**src/rtl/ext_pipe.sv**
```systemverilog
// ext_pipe: registered multi-mode immediate extender feeding a 2-entry output FIFO.
// Define EXT_PIPE_ERR_EN to build the illegal-opcode flag (out_err) and saturating err_cnt.
module ext_pipe #(
    parameter int IMM_W = 16,
    parameter int OUT_W = 32,
    parameter int SHAMT = 2,
    parameter int TAG_W = 5
) (
    input  logic             clk,
    input  logic             reset_n,
    input  logic             in_valid,
    output logic             in_ready,
    input  logic [IMM_W-1:0] in_imm,
    input  logic [2:0]       in_eop,
    input  logic [TAG_W-1:0] in_tag,
    output logic             out_valid,
    input  logic             out_ready,
    output logic [OUT_W-1:0] out_data,
    output logic [TAG_W-1:0] out_tag,
    output logic             out_err,
    output logic [7:0]       err_cnt
);

    localparam int S = OUT_W - IMM_W;

    function automatic logic [OUT_W-1:0] extend(input logic [IMM_W-1:0] imm,
                                                input logic [2:0]       eop);
        logic [OUT_W-1:0] sext;
        logic [OUT_W-1:0] zext;
        sext = {{S{imm[IMM_W-1]}}, imm};
        zext = {{S{1'b0}}, imm};
        case (eop)
            3'b000:  extend = sext;
            3'b001:  extend = zext;
            3'b010:  extend = {imm, {S{1'b0}}};
            3'b011:  extend = sext << SHAMT;
            3'b100:  extend = zext << SHAMT;
            default: extend = {OUT_W{1'b0}};
        endcase
    endfunction

    logic [1:0]       count_r;
    logic             wr_ptr_r;
    logic             rd_ptr_r;
    logic [OUT_W-1:0] data_mem_r [2];
    logic [TAG_W-1:0] tag_mem_r  [2];
    logic [OUT_W-1:0] ext_s;
    logic             push_s;
    logic             pop_s;

    // in_ready depends only on registered count, so there is no path from out_ready.
    assign in_ready  = (count_r != 2'd2);
    assign out_valid = (count_r != 2'd0);
    assign push_s    = in_valid && in_ready;
    assign pop_s     = out_valid && out_ready;
    assign out_data  = data_mem_r[rd_ptr_r];
    assign out_tag   = tag_mem_r[rd_ptr_r];

    // Extension result computed at the input, captured on accept.
    always_comb begin
        ext_s = extend(in_imm, in_eop);
    end

    // FIFO storage, pointers and occupancy.
    always_ff @(posedge clk or negedge reset_n) begin
        if (!reset_n) begin
            count_r       <= 2'd0;
            wr_ptr_r      <= 1'b0;
            rd_ptr_r      <= 1'b0;
            data_mem_r[0] <= {OUT_W{1'b0}};
            data_mem_r[1] <= {OUT_W{1'b0}};
            tag_mem_r[0]  <= {TAG_W{1'b0}};
            tag_mem_r[1]  <= {TAG_W{1'b0}};
        end else begin
            if (push_s) begin
                data_mem_r[wr_ptr_r] <= ext_s;
                tag_mem_r[wr_ptr_r]  <= in_tag;
                wr_ptr_r             <= ~wr_ptr_r;
            end
            if (pop_s) begin
                rd_ptr_r <= ~rd_ptr_r;
            end
            case ({push_s, pop_s})
                2'b10:   count_r <= count_r + 2'd1;
                2'b01:   count_r <= count_r - 2'd1;
                default: count_r <= count_r;
            endcase
        end
    end

`ifdef EXT_PIPE_ERR_EN
    logic       err_mem_r [2];
    logic [7:0] err_cnt_r;
    logic       illegal_s;

    assign illegal_s = (in_eop > 3'b100);
    assign out_err   = err_mem_r[rd_ptr_r];
    assign err_cnt   = err_cnt_r;

    // Per-entry error flag and saturating count of accepted illegal opcodes.
    always_ff @(posedge clk or negedge reset_n) begin
        if (!reset_n) begin
            err_mem_r[0] <= 1'b0;
            err_mem_r[1] <= 1'b0;
            err_cnt_r    <= 8'd0;
        end else begin
            if (push_s) begin
                err_mem_r[wr_ptr_r] <= illegal_s;
            end
            if (push_s && illegal_s && (err_cnt_r != 8'd255)) begin
                err_cnt_r <= err_cnt_r + 8'd1;
            end
        end
    end
`else
    assign out_err = 1'b0;
    assign err_cnt = 8'd0;
`endif

endmodule

```
**config.mk**
```make
export PLATFORM = sky130hd
export DESIGN_NAME = ext_pipe
export DESIGN_NICKNAME = d
export VERILOG_FILES = /design/src/rtl/ext_pipe.sv
export SDC_FILE = /design/constraint.sdc
export NUM_CORES = 1
export LEC_CHECK = 0
export CAP_MARGIN = 15
export CORE_MARGIN = 1
export CORE_UTILIZATION = 30
export CTS_CLUSTER_SIZE = 30
export DETAILED_ROUTE_END_ITERATION = 7
export DONT_BUFFER_PORTS = 1
export GPL_ROUTABILITY_DRIVEN = 1
export GPL_TIMING_DRIVEN = 0
export PLACE_DENSITY = 0.54
export SLEW_MARGIN = 25
export SYNTH_ARGS = -nofsm -noshare
export SYNTH_HDL_FRONTEND = slang
export SYNTH_SLANG_ARGS = --single-unit
```
**constraint.sdc**
```tcl
create_clock -name clk -period 2.04 [get_ports clk]
set_clock_uncertainty 0.05 [all_clocks]
set_input_delay 0.408 -clock clk [delete_from_list [all_inputs] [get_ports clk]]
set_output_delay 0.408 -clock clk [all_outputs]
set_load 0.02 [all_outputs]
```
; ---- Word-level counts from Yosys, hierarchy flattened
; Index checks and enable logic that the tools add are counted.
[op_classes]
add_sub_neg = 2
order_cmp = 3
eq_ne = 7
mux = 14
bitwise = 4
reduce_logical = 6
[op_table]
columns = operator, count
row1 = case mux 32 bit (5 select lines), 1
row2 = 2-to-1 mux 32 bit, 4
row3 = bitwise mux 64 bit, 1
row4 = demux 32 bit (select 1 bit), 1
row5 = 2-to-1 mux 5 bit, 4
row6 = bitwise mux 10 bit, 1
row7 = equality test 3 x 2 -> 1 bit (second input constant), 2
row8 = demux 5 bit (select 1 bit), 1
row9 = greater-or-equal comparator 2 bit (second input constant), 2
row10 = inverter 1 -> 2 bit, 2
row11 = case mux 2 bit (2 select lines), 1
row12 = nonzero test 2 bit, 2
row13 = equality test 3 x 1 -> 1 bit (second input constant), 1
row14 = equality test 3 bit (second input constant), 1
row15 = logical AND 1 bit, 3
row16 = zero test 3 bit, 1
row17 = adder 2 x 1 -> 2 bit (second input constant), 1
row18 = equality test 2 x 1 -> 1 bit (second input constant), 1
row19 = equality test 2 bit (second input constant), 1
row20 = < comparator 2 x 1 -> 1 bit (second input constant), 1
row21 = inequality test 2 bit (second input constant), 1
row22 = inverter 1 bit, 2
row23 = subtractor 2 x 1 -> 2 bit (second input constant), 1
[totals]
reg_bits = 78
input_bits = 28
out_inout_bits = 48
wordCells = 43

; ---- Logic depth before layout (Yosys ltp)
[logic_depth]
word_depth = 6
depth_mapped = 7
ltp_nobuf = 7

; ---- Worst setup path before layout
; Ideal clock, no wire load.
[synth_timing]
path_type = reg2out
from = register rd_ptr_r
to = output out_data[10]
t_arrival_ns = 1.308
required_ns = 1.582
setup_slack_ns = 0.274
stages_incl_launch_ff = 4
n_path_buf = 2
path_cell_list = dfrtp_1 > clkbuf_1 > buf_2 > mux2_2
[synth_between]
elab_chain_cells = 4
[synth_rtl]
columns = element, line
row1 = from (decl), 44  ; logic rd_ptr_r;
row2 = from (signal assigned), 81  ; rd_ptr_r <= ~rd_ptr_r;
row3 = inverter 1 -> 2 bit (implied by the code), 56  ; assign out_data = data_mem_r[rd_ptr_r];
row4 = 2-to-1 mux 32 bit (implied by the code) (3 in series), 56
row5 = to (decl), 18  ; output logic [OUT_W-1:0] out_data,
; Every way passes these cells. The select of a mux whose other input is x is not followed.

; ---- Worst setup path after layout
[layout_timing]
from = register rd_ptr_r
to = output out_data[21]
; Same word-level chain as after synthesis.

==> results.ini <==
[sta]
setup_violations=0
tightest_slew_ps=621.5
maxSlewViolCount=0
relSlewSlack=0.5843
timing.hold.ws_ps=-299.6
clock.fmax_mhz=507.5
setup_tns_ps=0
rsz0062_at_grt=false
finalWorstPathRequiredPeriod_ps=1970
timing_hold_violations_final=78
fin_crit_sh=0.9658

[power_and_ir_drop]
p_total_uw=7221
p_comb_frac=0.429
vdd_ir_drop_max_mv=0.4712
internal_power_uw=4534
seqPwrFrac=0.362
total_leakage_power_uw=0.002150
p_per_area_nw_per_um2=1494
p_switching_uw=2687
switching_share=0.3721
clockPowerShare=0.209

[global_route]
grt_pass1_vias=2681
grt_pass1_wl_um=15710
grt-ovfl-total=0
grt_usage=0.1455
grt_max_degree=79
antenna_found_initial=0

[logic_synthesis]
synthFlopType=dfrtp_1
avgSynthCellArea_um2=12.96
yosysWarningCount=0
synthTopCellsByArea=dfrtp_1 46%, mux2_2 27%, nand4b_1 2.9%, or3b_2 2.9%, a22o_1 2.7%
syn_inst=329
synth-compound-area-share=0.03785
synth_fa_ha_area_frac=0.002934
synth.mux.area_fraction=0.2925
synth_edf_count=0
synthDominantCellAreaShare=0.4577
synthSimpleGateAreaFrac=0.1391
synth_top_family_by_area=multiplexers
ys_seq_elements=78
synthXorXnorAreaFrac=0.01232
synthDistinctLibCells=33
yosysMostFrequentCell=mux2_2
synth_async_sr_flop_share=1.000
synth_top_area_cell=dfrtp_1
yosysSeqAreaShare=0.4577
synth_area_um2=4264
synthTopCellsByCount=104 x mux2_2, 78 x dfrtp_1

[routing]
routedWlPerCell_um=19.00
detail_route.wirelength_um=10150
ant_nets=0
drc=0
drtIter0Drc=189
drt-pass1-iter-count=6
num_vias=2721
drt-vias-per-instance=5.096

[finish]
drive_above_1_share=0.4746
fin_nets=378
final_util=0.3481
diodes=0
areaGrowthSynthToFinish_pct=13.32
final_cells=534

[setup_path]
cp_top_family=multiplexers
cpPeakStageDelay_ps=420
path_buf_inv=2
path_cells=clkbuf_8, buf_6, mux2_2
worstSetupPathType=reg -> out
crit_slowest_cell=mux2_2
path_max_fanout=10
worst_ep_arrival_time_ps=1510
startpoint_type=flop
cp-end-kind=primary output
required_ps=1580

[floorplanning]
rows=43
ios=76
dieArea_um2=14690
core_um2=13880
fp.dieH_um=121.2
die_x_um=121.2
start_util=0.3072

[placement]
dp_cells=517
io_buffers=0
place_congestion=0.8192
hpwl_um=7319

[clock_network]
clock_latency_ps=340
h-tree-depth=3
numCtsBuffers=9
clockBufferDepth=2
tritoncts=yes
cts.clk_slew.worst_paths_ps=70
cts.sinks=78
cts-root-buf=clkbuf_16

[job]
drv_cap=0

[outcome]
outcome=finished, violations left
violations=hold timing

[min_path]
hp-class=in -> async

[routing by layer]
layer,global-route usage,share of wire,vias to the layer above
met5,0,0,-
met4,0.05093,0.014,0
met3,0.04511,0.075,17
met2,0.2264,0.49,83
met1,0.1899,0.42,1383
li1,-,-,1238
[flip-flops by register name (all words and copies together) (netlist names)]
name / flops
wr_ptr_r: 1
count_r: 2
tag_mem_r: 10
data_mem_r: 64
rd_ptr_r: 1
[kinds of logic after synthesis]
family                   count (synthesis)
AO/OA/AOI/OAI                           20
XOR/XNOR                                 6
adder cells (fa/ha/maj)                  1
buffers and inverters                   40
flip-flops                              78
multiplexers                           111
other                                    1
AND/OR/NAND/NOR                         72
[worst register-to-register path: stages (launching register included)]
cell and delay, ps:
dfrtp_1 460, inv_2 80, nor3_4 560, buf_6 250
mux2_2 350
[worst paths after layout]
kind / end / slack, ps / startpoint / depth (start not counted)
min in group clk: tag_mem_r[8]$_DFFE_PN0P_ / 140 / in_tag[3] / 1
worst min register to register: count_r[1]$_DFFE_PN0P_ / 430 / count_r[1]$_DFFE_PN0P_ / 1
worst min-delay path: tag_mem_r[1]$_DFFE_PN0P_ / -300 / reset_n / 0
worst max register to register: data_mem_r[3]$_DFFE_PN0P_ / 160 / wr_ptr_r$_DFFE_PN0N_ / 4
max in group asynchronous: data_mem_r[46]$_DFFE_PN0P_ / 2110 / reset_n / 0
worst max-delay path: out_data[21] / 70 / rd_ptr_r$_DFFE_PN0P_ / 3
[power by group through the flow]
stage	sequential, uW	combinational [uW]	clock (uW)
after floorplan	2530	2630	0
after global placement	2590	3050	0
after detailed placement	2640	3090	0
after CTS	2620	3150	1550
after global routing	2720	3330	1630
final	2610	3100	1510
[layout make-up]
| class | count | area [um^2] |
|---|---|---|
| inverters | 4 | 15.01 |
| well taps | 180 | 225.2 |
| repair buffers | 1 | 7.507 |
| plain buffers | 36 | 250.2 |
| clock buffers | 9 | 225.2 |
| flip-flops and latches | 78 | 1952 |
| fillers | 1379 | 9049 |
| clock inverters | 7 | 56.30 |
| multi-input cells | 219 | 2101 |
[per-stage QoR]
| step | instance area, um^2 | setup slack [ps] |
|---|---|---|
| 2_1_floorplan | 4294 | 274.5 |
| 3_3_place_gp | 4519 | -98.37 |
| 3_5_place_dp | 4519 | -87.20 |
| 4_1_cts | 4825 | 21.93 |
| 5_1_grt | 4832 | 7.229 |
| 6_report | 4832 | 69.67 |
[layout by cell type (no fill, tap or decap), types with 2 or more instances in the layout]
| cell type | instances |
|---|---|
| buf_6 | 6 |
| or4bb_1 | 10 |
| nand4bb_1 | 4 |
| nor2_1 | 3 |
| a31oi_1 | 5 |
| nand3_1 | 14 |
| buf_2 | 5 |
| nor3_4 | 2 |
| mux2i_1 | 2 |
| dfrtp_1 | 78 |
| nand4b_1 | 14 |
| xor2_1 | 2 |
| inv_1 | 3 |
| conb_1 | 9 |
| xnor2_1 | 4 |
| mux2_1 | 5 |
| buf_4 | 15 |
| nor3b_1 | 3 |
| or2_2 | 2 |
| clkbuf_16 | 9 |
| inv_6 | 3 |
| clkbuf_1 | 9 |
| or3b_2 | 14 |
| clkinv_4 | 2 |
| mux2_2 | 104 |
| a22o_1 | 13 |
[timing repair]
action                                  4_1_cts  5_1_grt
endpoints found under the hold margin        78       78
pin swaps                                     0        1
endpoints found under the setup margin       37       20
gates resized for setup                       8        0
setup buffers                                 0        1
(Power assumes the default switching activity.)
